$ cat src/rtl/ps2_pkg.sv
// ps2_pkg: shared definitions for the PS/2 key decoder.
//   - Set-2 scan constants (prefixes, modifier keys, controller status codes)
//   - decoder FSM state enum
//   - event-word bit positions
//   - helper that flags controller status bytes that carry no key information
package ps2_pkg;

    localparam logic [7:0] SC_E0       = 8'hE0;
    localparam logic [7:0] SC_F0       = 8'hF0;
    localparam logic [7:0] SC_LSHIFT   = 8'h12;
    localparam logic [7:0] SC_RSHIFT   = 8'h59;
    localparam logic [7:0] SC_CTRL     = 8'h14;
    localparam logic [7:0] SC_ALT      = 8'h11;
    localparam logic [7:0] SC_CAPS     = 8'h58;
    localparam logic [7:0] SC_BAT_OK   = 8'hAA;
    localparam logic [7:0] SC_ACK      = 8'hFA;
    localparam logic [7:0] SC_RESEND   = 8'hFE;
    localparam logic [7:0] SC_ERR_00   = 8'h00;
    localparam logic [7:0] SC_ERR_FF   = 8'hFF;

    typedef enum logic [1:0] {
        ST_IDLE    = 2'd0,
        ST_EXT     = 2'd1,
        ST_BRK     = 2'd2,
        ST_EXT_BRK = 2'd3
    } ps2_state_t;

    localparam int EV_VALID = 15;
    localparam int EV_OVF   = 14;
    localparam int EV_BRK   = 13;
    localparam int EV_EXT   = 12;
    localparam int EV_SHIFT = 11;
    localparam int EV_CTRL  = 10;
    localparam int EV_ALT   = 9;
    localparam int EV_CAPS  = 8;

    function automatic logic is_status_code(input logic [7:0] b);
        return (b == SC_BAT_OK) || (b == SC_ACK) || (b == SC_RESEND) ||
               (b == SC_ERR_00) || (b == SC_ERR_FF);
    endfunction

endpackage

$ cat src/rtl/ps2_set2_ascii.sv
// ps2_set2_ascii: combinational Set-2 scan code to ASCII table.
// Ports:
//   i_scan  [7:0]  non-extended scan byte
//   i_shift        shift held
//   i_caps         caps lock active
//   o_ascii [7:0]  translated character, 00 when the code has no mapping
// Letters use shift XOR caps; every other mapped key uses shift alone.
module ps2_set2_ascii (
    input  logic [7:0] i_scan,
    input  logic       i_shift,
    input  logic       i_caps,
    output logic [7:0] o_ascii
);

    logic [7:0] w_lo;
    logic [7:0] w_hi;
    logic       w_letter;
    logic       w_use_hi;

    always_comb begin
        w_lo     = 8'h00;
        w_hi     = 8'h00;
        w_letter = 1'b0;
        case (i_scan)
            8'h1C: begin w_lo = 8'h61; w_letter = 1'b1; end // a
            8'h32: begin w_lo = 8'h62; w_letter = 1'b1; end
            8'h21: begin w_lo = 8'h63; w_letter = 1'b1; end
            8'h23: begin w_lo = 8'h64; w_letter = 1'b1; end
            8'h24: begin w_lo = 8'h65; w_letter = 1'b1; end
            8'h2B: begin w_lo = 8'h66; w_letter = 1'b1; end
            8'h34: begin w_lo = 8'h67; w_letter = 1'b1; end
            8'h33: begin w_lo = 8'h68; w_letter = 1'b1; end
            8'h43: begin w_lo = 8'h69; w_letter = 1'b1; end
            8'h3B: begin w_lo = 8'h6A; w_letter = 1'b1; end
            8'h42: begin w_lo = 8'h6B; w_letter = 1'b1; end
            8'h4B: begin w_lo = 8'h6C; w_letter = 1'b1; end
            8'h3A: begin w_lo = 8'h6D; w_letter = 1'b1; end
            8'h31: begin w_lo = 8'h6E; w_letter = 1'b1; end
            8'h44: begin w_lo = 8'h6F; w_letter = 1'b1; end
            8'h4D: begin w_lo = 8'h70; w_letter = 1'b1; end
            8'h15: begin w_lo = 8'h71; w_letter = 1'b1; end
            8'h2D: begin w_lo = 8'h72; w_letter = 1'b1; end
            8'h1B: begin w_lo = 8'h73; w_letter = 1'b1; end
            8'h2C: begin w_lo = 8'h74; w_letter = 1'b1; end
            8'h3C: begin w_lo = 8'h75; w_letter = 1'b1; end
            8'h2A: begin w_lo = 8'h76; w_letter = 1'b1; end
            8'h1D: begin w_lo = 8'h77; w_letter = 1'b1; end
            8'h22: begin w_lo = 8'h78; w_letter = 1'b1; end
            8'h35: begin w_lo = 8'h79; w_letter = 1'b1; end
            8'h1A: begin w_lo = 8'h7A; w_letter = 1'b1; end
            8'h16: begin w_lo = 8'h31; w_hi = 8'h21; end // 1 !
            8'h1E: begin w_lo = 8'h32; w_hi = 8'h40; end
            8'h26: begin w_lo = 8'h33; w_hi = 8'h23; end
            8'h25: begin w_lo = 8'h34; w_hi = 8'h24; end
            8'h2E: begin w_lo = 8'h35; w_hi = 8'h25; end
            8'h36: begin w_lo = 8'h36; w_hi = 8'h5E; end
            8'h3D: begin w_lo = 8'h37; w_hi = 8'h26; end
            8'h3E: begin w_lo = 8'h38; w_hi = 8'h2A; end
            8'h46: begin w_lo = 8'h39; w_hi = 8'h28; end
            8'h45: begin w_lo = 8'h30; w_hi = 8'h29; end
            8'h4E: begin w_lo = 8'h2D; w_hi = 8'h5F; end
            8'h55: begin w_lo = 8'h3D; w_hi = 8'h2B; end
            8'h54: begin w_lo = 8'h5B; w_hi = 8'h7B; end
            8'h5B: begin w_lo = 8'h5D; w_hi = 8'h7D; end
            8'h5D: begin w_lo = 8'h5C; w_hi = 8'h7C; end
            8'h4C: begin w_lo = 8'h3B; w_hi = 8'h3A; end
            8'h52: begin w_lo = 8'h27; w_hi = 8'h22; end
            8'h41: begin w_lo = 8'h2C; w_hi = 8'h3C; end
            8'h49: begin w_lo = 8'h2E; w_hi = 8'h3E; end
            8'h4A: begin w_lo = 8'h2F; w_hi = 8'h3F; end
            8'h0E: begin w_lo = 8'h60; w_hi = 8'h7E; end
            8'h29: begin w_lo = 8'h20; w_hi = 8'h20; end // space
            8'h5A: begin w_lo = 8'h0D; w_hi = 8'h0D; end // enter
            8'h66: begin w_lo = 8'h08; w_hi = 8'h08; end // backspace
            8'h0D: begin w_lo = 8'h09; w_hi = 8'h09; end // tab
            8'h76: begin w_lo = 8'h1B; w_hi = 8'h1B; end // escape
            default: begin w_lo = 8'h00; w_hi = 8'h00; end
        endcase
    end

    assign w_use_hi = w_letter ? (i_shift ^ i_caps) : i_shift;
    // Upper-case letters differ from lower-case only in bit 5.
    assign o_ascii  = w_use_hi ? (w_letter ? (w_lo & 8'hDF) : w_hi) : w_lo;

endmodule

$ cat src/rtl/ps2_key_decoder.sv
// ps2_key_decoder: turns PS/2 Set-2 scan bytes into queued key events.
// Ports:
//   clk, rst          clock, synchronous active-high reset
//   i_kb_word [8:0]   receiver word: [8] valid, [7:0] scan byte
//   i_sel, i_rd       bus select and read strobe; sel&rd pops the head entry
//   o_rdata [15:0]    head event: [15] valid [14] overflow [13] break
//                     [12] extended [11:8] shift/ctrl/alt/caps [7:0] ascii|scan
//   o_irq             FIFO non-empty
//   o_dbg_state [1:0] decoder FSM state
// Pipeline: byte detect -> event register -> write stage -> FIFO/rdata.
module ps2_key_decoder
    import ps2_pkg::*;
#(
    parameter int DEPTH      = 8,
    parameter int EMIT_BREAK = 0
) (
    input  logic        clk,
    input  logic        rst,
    input  logic [8:0]  i_kb_word,
    input  logic        i_sel,
    input  logic        i_rd,
    output logic [15:0] o_rdata,
    output logic        o_irq,
    output logic [1:0]  o_dbg_state
);

    localparam int AW = $clog2(DEPTH);
    localparam logic [AW:0] C_FULL = DEPTH[AW:0];

    ps2_state_t  r_state;
    logic [7:0]  r_last;
    logic        r_seen;
    logic        r_shift_l, r_shift_r, r_ctrl, r_alt, r_caps;
    logic        r_ev_valid;
    logic [13:0] r_ev_word;
    logic        r_wr_valid;
    logic [13:0] r_wr_word;
    logic [13:0] r_mem [DEPTH];
    logic [AW-1:0] r_wptr, r_rptr;
    logic [AW:0] r_count;
    logic        r_ovf;

    logic [7:0]  w_byte;
    logic        w_new, w_key, w_brk, w_ext, w_shift;
    logic        w_is_lsh, w_is_rsh, w_is_ctrl, w_is_alt, w_is_caps, w_is_mod;
    logic [7:0]  w_ascii;
    logic [13:0] w_ev;
    logic        w_pop, w_push, w_full;

    assign w_byte = i_kb_word[7:0];
    // Identical consecutive bytes collapse, so typematic repeats are dropped.
    assign w_new  = i_kb_word[8] && (!r_seen || (w_byte != r_last));
    assign w_brk  = (r_state == ST_BRK) || (r_state == ST_EXT_BRK);
    assign w_ext  = (r_state == ST_EXT) || (r_state == ST_EXT_BRK);
    assign w_shift = r_shift_l | r_shift_r;

    // w_key: this byte completes a key code (make or break).
    always_comb begin
        w_key = 1'b0;
        case (r_state)
            ST_IDLE: w_key = w_new && (w_byte != SC_E0) && (w_byte != SC_F0) &&
                             !is_status_code(w_byte);
            ST_EXT:  w_key = w_new && (w_byte != SC_F0);
            default: w_key = w_new;
        endcase
    end

    // Ctrl and Alt exist on both sides (E0 prefix = right key); shift and
    // caps have no extended twin.
    assign w_is_lsh  = !w_ext && (w_byte == SC_LSHIFT);
    assign w_is_rsh  = !w_ext && (w_byte == SC_RSHIFT);
    assign w_is_caps = !w_ext && (w_byte == SC_CAPS);
    assign w_is_ctrl = (w_byte == SC_CTRL);
    assign w_is_alt  = (w_byte == SC_ALT);
    assign w_is_mod  = w_is_lsh | w_is_rsh | w_is_caps | w_is_ctrl | w_is_alt;

    ps2_set2_ascii u_rom (
        .i_scan  (w_byte),
        .i_shift (w_shift),
        .i_caps  (r_caps),
        .o_ascii (w_ascii)
    );

    always_comb begin
        w_ev           = '0;
        w_ev[EV_BRK]   = w_brk;
        w_ev[EV_EXT]   = w_ext;
        w_ev[EV_SHIFT] = w_shift;
        w_ev[EV_CTRL]  = r_ctrl;
        w_ev[EV_ALT]   = r_alt;
        w_ev[EV_CAPS]  = r_caps;
        w_ev[7:0]      = (w_ext || (w_ascii == 8'h00)) ? w_byte : w_ascii;
    end

    always_ff @(posedge clk) begin
        if (rst) begin
            r_state    <= ST_IDLE;
            r_last     <= 8'h00;
            r_seen     <= 1'b0;
            r_shift_l  <= 1'b0;
            r_shift_r  <= 1'b0;
            r_ctrl     <= 1'b0;
            r_alt      <= 1'b0;
            r_caps     <= 1'b0;
            r_ev_valid <= 1'b0;
            r_ev_word  <= '0;
        end else begin
            r_ev_valid <= 1'b0;
            if (w_new) begin
                r_last <= w_byte;
                r_seen <= 1'b1;
                case (r_state)
                    ST_IDLE: begin
                        if (w_byte == SC_E0)      r_state <= ST_EXT;
                        else if (w_byte == SC_F0) r_state <= ST_BRK;
                    end
                    ST_EXT:  r_state <= (w_byte == SC_F0) ? ST_EXT_BRK : ST_IDLE;
                    default: r_state <= ST_IDLE;
                endcase
                if (w_key) begin
                    if (w_is_lsh)  r_shift_l <= !w_brk;
                    if (w_is_rsh)  r_shift_r <= !w_brk;
                    if (w_is_ctrl) r_ctrl    <= !w_brk;
                    if (w_is_alt)  r_alt     <= !w_brk;
                    if (w_is_caps && !w_brk) r_caps <= !r_caps;
                    r_ev_valid <= !w_is_mod && (!w_brk || (EMIT_BREAK != 0));
                    r_ev_word  <= w_ev;
                end
            end
        end
    end

    assign w_full = (r_count == C_FULL);
    assign w_pop  = i_sel && i_rd && (r_count != '0);
    // A pop in the same cycle frees the slot, so a full FIFO can still accept.
    assign w_push = r_wr_valid && (!w_full || w_pop);

    always_ff @(posedge clk) begin
        if (rst) begin
            r_wr_valid <= 1'b0;
            r_wr_word  <= '0;
            r_wptr     <= '0;
            r_rptr     <= '0;
            r_count    <= '0;
            r_ovf      <= 1'b0;
        end else begin
            r_wr_valid <= r_ev_valid;
            r_wr_word  <= r_ev_word;
            if (w_push) r_wptr <= r_wptr + 1'b1;
            if (w_pop)  r_rptr <= r_rptr + 1'b1;
            r_count <= r_count + {{AW{1'b0}}, w_push} - {{AW{1'b0}}, w_pop};
            if (w_pop)
                r_ovf <= 1'b0;
            else if (r_wr_valid && w_full)
                r_ovf <= 1'b1;
        end
    end

    always_ff @(posedge clk) begin
        if (w_push) r_mem[r_wptr] <= r_wr_word;
    end

    assign o_irq       = (r_count != '0);
    assign o_rdata     = o_irq ? {1'b1, r_ovf, r_mem[r_rptr]} : {1'b0, r_ovf, 14'd0};
    assign o_dbg_state = r_state;

endmodule

$ cat config.mk
export PLATFORM = sky130hd
export DESIGN_NAME = ps2_key_decoder
export DESIGN_NICKNAME = d
export VERILOG_FILES = /design/src/rtl/ps2_pkg.sv /design/src/rtl/ps2_set2_ascii.sv /design/src/rtl/ps2_key_decoder.sv
export SDC_FILE = /design/constraint.sdc
export NUM_CORES = 1
export LEC_CHECK = 0
export ABC_AREA = 1
export CAP_MARGIN = 20
export CORE_MARGIN = 4
export CORE_UTILIZATION = 40
export DETAILED_ROUTE_END_ITERATION = 8
export GPL_ROUTABILITY_DRIVEN = 0
export PLACE_DENSITY_LB_ADDON = 0.1
export SLEW_MARGIN = 30
export SYNTH_ARGS = -nofsm -noshare
export SYNTH_HDL_FRONTEND = slang
export SYNTH_SLANG_ARGS = --single-unit
$ cat constraint.sdc
create_clock -name clk -period 2.47 [get_ports clk]
set_input_delay 0.494 -clock clk [delete_from_list [all_inputs] [get_ports clk]]
set_output_delay 0.494 -clock clk [all_outputs]
set_load 0.05 [all_outputs]
* After elaboration in Yosys (flattened, before gate mapping) *
Memory sizes are Yosys's and may differ from the RTL's. A register that Yosys moved wholly into a read port is not among the register bits.
Cells that the tools add are included.

word-level totals
  register bits = 57
  latch bits = 0
  RAM bits = 112
  ROM bits = 0
  bits of input ports = 13
  memories kept = 1

memories
  name   words  width  rd ports  clocked after memory_dff  wr ports  line                   text
  r_mem  8      14     1         1                         1         ps2_key_decoder.sv:38  logic [13:0] r_mem [DEPTH];

operators by class
  add/subtract/negate cells = 4
  multiply operators = 0
  div/mod/pow operators = 0
  $lt $le $gt $ge = 0
  equal/unequal tests = 71
  shift operators = 0
  muxes and demuxes = 17
  bitwise logic cells = 8
  reductions and logical operators = 44

operators with widths
  cell                 number
  $pmux 7 s52          1
  $eq 8x6->1 const B   23
  $pmux 7 s26          1
  $eq 8x7->1 const B   22
  $eq 8x5->1 const B   10
  $eq 8x8->1 const B   6
  $reduce_or 26->1     1
  $eq 8x4->1 const B   2
  $logic_not 8->1      2
  $mux 16              1
  $mux 8               2
  $ne 8x8->1 const B   2
  $reduce_and 3->1     5
  $logic_and 1x1->1    14
  $logic_or 1x1->1     9
  $ne 8x8->1           1
  $logic_not 1->1      7
  $mux 7               1
  $add 3x1->3 const B  2
  $mux 2               3
  $mux 3               2
  $or 1x1->1           5
  $add 4x1->4          1
  $eq 2x2->1 const B   2
  14 further kinds     19

* Depth between registers and ports, before layout *
Gate-level depths: netlist (run 1).

  word-level depth = 10
  mapped depth = 17
  mapped depth without buffers = 16

* Hierarchy *
A second synthesis (run 1) with hierarchy kept.

second synthesis, totals
  cells, all modules = 1014
  area, all modules = 8484.4 um^2

modules (own cells, without submodules)
  module           times used  cells an instance  area an instance (um^2)
  ps2_key_decoder  1           715                7128.1
  ps2_set2_ascii   1           299                1356.3

* Least setup slack after synthesis (run 1) *
Ideal clock, no wire load.

  path type = flip-flop to output port
  from = reg r_count[2]
  to = out o_rdata[10]
  arrival time = 2.321 ns
  slack = -0.345 ns
  stages on the path, launching flop included = 7
  cells stage by stage = dfxtp_1 -> inv_1 -> ha_1 -> nand3_1 -> clkbuf_1 -> o21ai_0 -> a31oi_1

on the way
  word-level cells in the longest chain between the ends = 2

ends and longest elaborated chain
  item                    line                    text
  from (decl)             ps2_key_decoder.sv:40   logic [AW:0] r_count;
  from (signal assigned)  ps2_key_decoder.sv:151  r_count <= r_count + {{AW{1'b0}}, w_push} - {{AW{1'b0}}, w_pop};
  $reduce_bool 4->1       ps2_key_decoder.sv:163  assign o_irq = (r_count != '0);
  named net o_irq         ps2_key_decoder.sv:23   output logic o_irq,
  $mux 16                 ps2_key_decoder.sv:164  assign o_rdata = o_irq ? {1'b1, r_ovf, r_mem[r_rptr]} : {1'b0, r_ovf, 14'd0};
  to (decl)               ps2_key_decoder.sv:22   output logic [15:0] o_rdata,

The timed path passes the listed nets, and every way through them passes these cells.

==> results of run 1 <==
==> placed cells by master (no fill, tap or decap), drive strengths merged <==
master         instances
nor4                   3
clkdlybuf4s50         12
o211ai                 1
o21ai                101
bufinv                 3
nand3b                 5
dfxtp                 60
ha                     8
edfxtp               112
nor2                 222
xor2                   3
a21oi                 36
a211oi                 2
xnor2                  1
clkinv                 7
fa                     1
dlymetal6s2s           3
clkbuf                19
a31oi                 14
o22ai                 16
nand2                215
o31ai                  2
nand4                  8
inv                   85
nand3                 40
a2bb2oi                1
buf                  163
nor3                   6
clkinvlp               1
==> Yosys cell counts <==
| library cell | count |
|---|---|
| a211oi_1 | 2 |
| nor3_1 | 6 |
| nand4_1 | 8 |
| buf_2 | 4 |
| buf_1 | 1 |
| o21ai_0 | 98 |
| nand2_4 | 2 |
| nor2_1 | 202 |
| buf_6 | 2 |
| edfxtp_1 | 112 |
| nand3b_2 | 1 |
| nand3_1 | 39 |
| o21ai_1 | 3 |
| buf_4 | 2 |
| nand2_1 | 207 |
| dfxtp_1 | 60 |
| xor2_1 | 3 |
| o22ai_1 | 16 |
| inv_1 | 62 |
| ha_1 | 8 |
| inv_2 | 16 |
| nand2_2 | 6 |
| o211ai_1 | 1 |
| nand3b_1 | 4 |
| nor2_2 | 17 |
| fa_1 | 1 |
| a31oi_1 | 14 |
| clkinv_1 | 3 |
| nand3_4 | 1 |
| xnor2_1 | 1 |
| a21oi_1 | 36 |
| clkbuf_1 | 24 |
| nor2_4 | 3 |
| o31ai_1 | 2 |
| a2bb2oi_1 | 1 |
| nor4_1 | 3 |
==> critical path: stages, from the launching register on <==
cell	delay (ns)
dfxtp_4	0.39
clkinvlp_4	0.14
buf_12	0.15
clkbuf_16	0.18
o21ai_0	0.24
a31oi_2	0.18
buf_12	0.18
==> state kept, by name (all words and copies together), names as in the netlist, named ones only <==
name / count
r_rptr: 3
r_alt: 1
r_caps: 1
r_mem: 112
r_wr_valid: 1
o_dbg_state: 2
r_ev_word: 14
r_count: 4
r_ovf: 1
r_shift_l: 1
r_wr_word: 14
r_last: 8
r_wptr: 3
r_seen: 1
r_shift_r: 1
r_ev_valid: 1
r_ctrl: 1
==> metal layers <==
metal / vias up / track usage / wire, um
met2: 140 / 0.3411 / 11020
met1: 3166 / 0.2609 / 10050
li1: 3584 / - / -
met3: 21 / 0.03800 / 836
met5: - / 0 / 0
met4: 0 / 0.05122 / 258
==> report_power, final <==
group	leakage, uW	total (uW)	switching, uW	internal, uW
Clock	0.000316	2850	1200	1650
Sequential	0.00153	3280	87.1	3190
Combinational	0.00293	2930	1660	1270
==> path summary, 6_finish.rpt <==
check | startpoint | to | cells after the start
worst max-delay path | register | o_rdata[10] | 6
worst min-delay path | r_ev_valid | r_wr_valid | 2
worst max register to register | r_count[2] | r_count[2] | 13
worst min register to register | r_ev_valid | r_wr_valid | 2
==> stage by stage <==
stage                       util  setup WS [ns]  area, um2
after floorplan                -       0.001076       8240
after detailed placement  0.5012        -0.4741      10110
final                     0.5432        0.07223      10960
after global placement    0.5012        -0.4813      10110
after global routing      0.5432       -0.01988      10960
after CTS                 0.5346       0.002589      10780
==> cell families (layout without fill, tap and decap cells) <==
group	count (synthesis)	count (layout)	synth area share
xor+xnor	4	4	0.004282
compound gates	173	173	0.1124
simple gates	499	499	0.2552
flops	172	172	0.5578
buf+inv	114	293	0.05566
fa+ha+maj	9	9	0.01468
==> layout make-up <==
type,instances,share of cell area
clock buffers,17,0.03883
clock inverters,15,0.02010
inverters,81,0.02809
multi-input cells,685,0.2995
flip-flops and latches,172,0.4170
well taps,270,0.03083
repair buffers,180,0.1656
==> timing repair <==
action | CTS | global route
buffers inserted | 0 | 4
resized for setup | 8 | 33
setup endpoints to repair | 18 | 21
cloned | 0 | 2
pin swaps | 0 | 1
==> results.toml, run 1 <==
[status]
status = "finished, final reports clean"

[hold_path]
hold_class = "register to register"

[timing]
setup_violations = 0
max_freq_ghz = 0.4171
finalHoldViolations = 0
maxSlewHeadroom = 0.6498
fin_skew_ns = 0.01691
finalMaxSlewViolations = 0
setup_tns_ns = 0
period_share = 0.9708
period_needed_ns = 2.398
rsz0062_at_grt = "true"
tightest_slew_ns = 0.5236
whs_ns = 0.4055

[global_routing]
track_usage = 0.1994
grt_pass1_vias = 6714
antenna_found_initial = 0
grt_max_degree = 57
grt.overflow.total = 0
grt_first_pass_wirelength_um = 35090

[detailed_routing]
wl_per_cell_um = 15.61
via_count = 6911
drc = 0
dr.pass1.iters = 5
wl_um = 22160
via_per_inst = 4.867
first_iter_violations = 354
ant_nets = 0

[synth]
yosysWarningCount = 0
ys_ff_latch = 172
yosysTopAreaCell = "edfxtp_1"
yosysUniqueCellTypes = 36
ys_seq_area_frac = 0.5578
netlist_area_um2 = 8183
synth_fp_nets = 993
yosysTopAreaCellShare = 0.4110
synth_area_per_cell_um2 = 8.427
synthCells = 971
ys_top_cells_by_area = "edfxtp_1, dfxtp_1, nand2_1"

[floorplanning]
dieArea_um2 = 22810
core_um2 = 20170
die_h_um = 151.0
die_w_um = 151.0
rows = 52
initial_core_util = 0.4057
ioPinCount = 32

[pwr]
ir_drop_mv = 0.5281
power_density_nw_per_um2 = 826.6
p_leak_uw = 0.004777
finalPower_uw = 9057

[clock_tree]
hold_buffers = 0
cts_buffers = 17
cts_tree = "yes"
clockRootBuffer = "clkbuf_16"
clkSlewWorstSetupHoldPaths_ns = 0.07
clkLatencyLatePin_ns = 0.43
cts_buffer_depth = 2
cts_htree_levels = 4
numClockSinks = 172

[cells_and_area]
multiInputGateArea_um2 = 3282
fillers = 1873
syn_to_final_growth_pct = 33.90
nets = 1159
register_area_um2 = 4569
layoutNonFillerInstCount = 1420
antenna_cells = 0
drive_above_1_share = 0.2304

[placed_design]
hpwl_um = 15370
io_buffers = 31
dp_cells = 1382

[worst_setup_path]
critPathMaxFanout = 28
crit_arrival_ns = 1.90
criticalPathCategory = "register to output port"
end_kind = "output port"
start_kind = "register"
rrSetupSlack_ns = 0.29
cp_data_required_time_ns = 1.98

[job]
drv_cap = 0
Power figures use the tool's default switching activity.
==> run 2: changes to the inputs <==
SLEW_MARGIN = unset   (was 30)
==> results of run 2 <==
The final DEF is identical to that of run 1; final timing and power are the same.
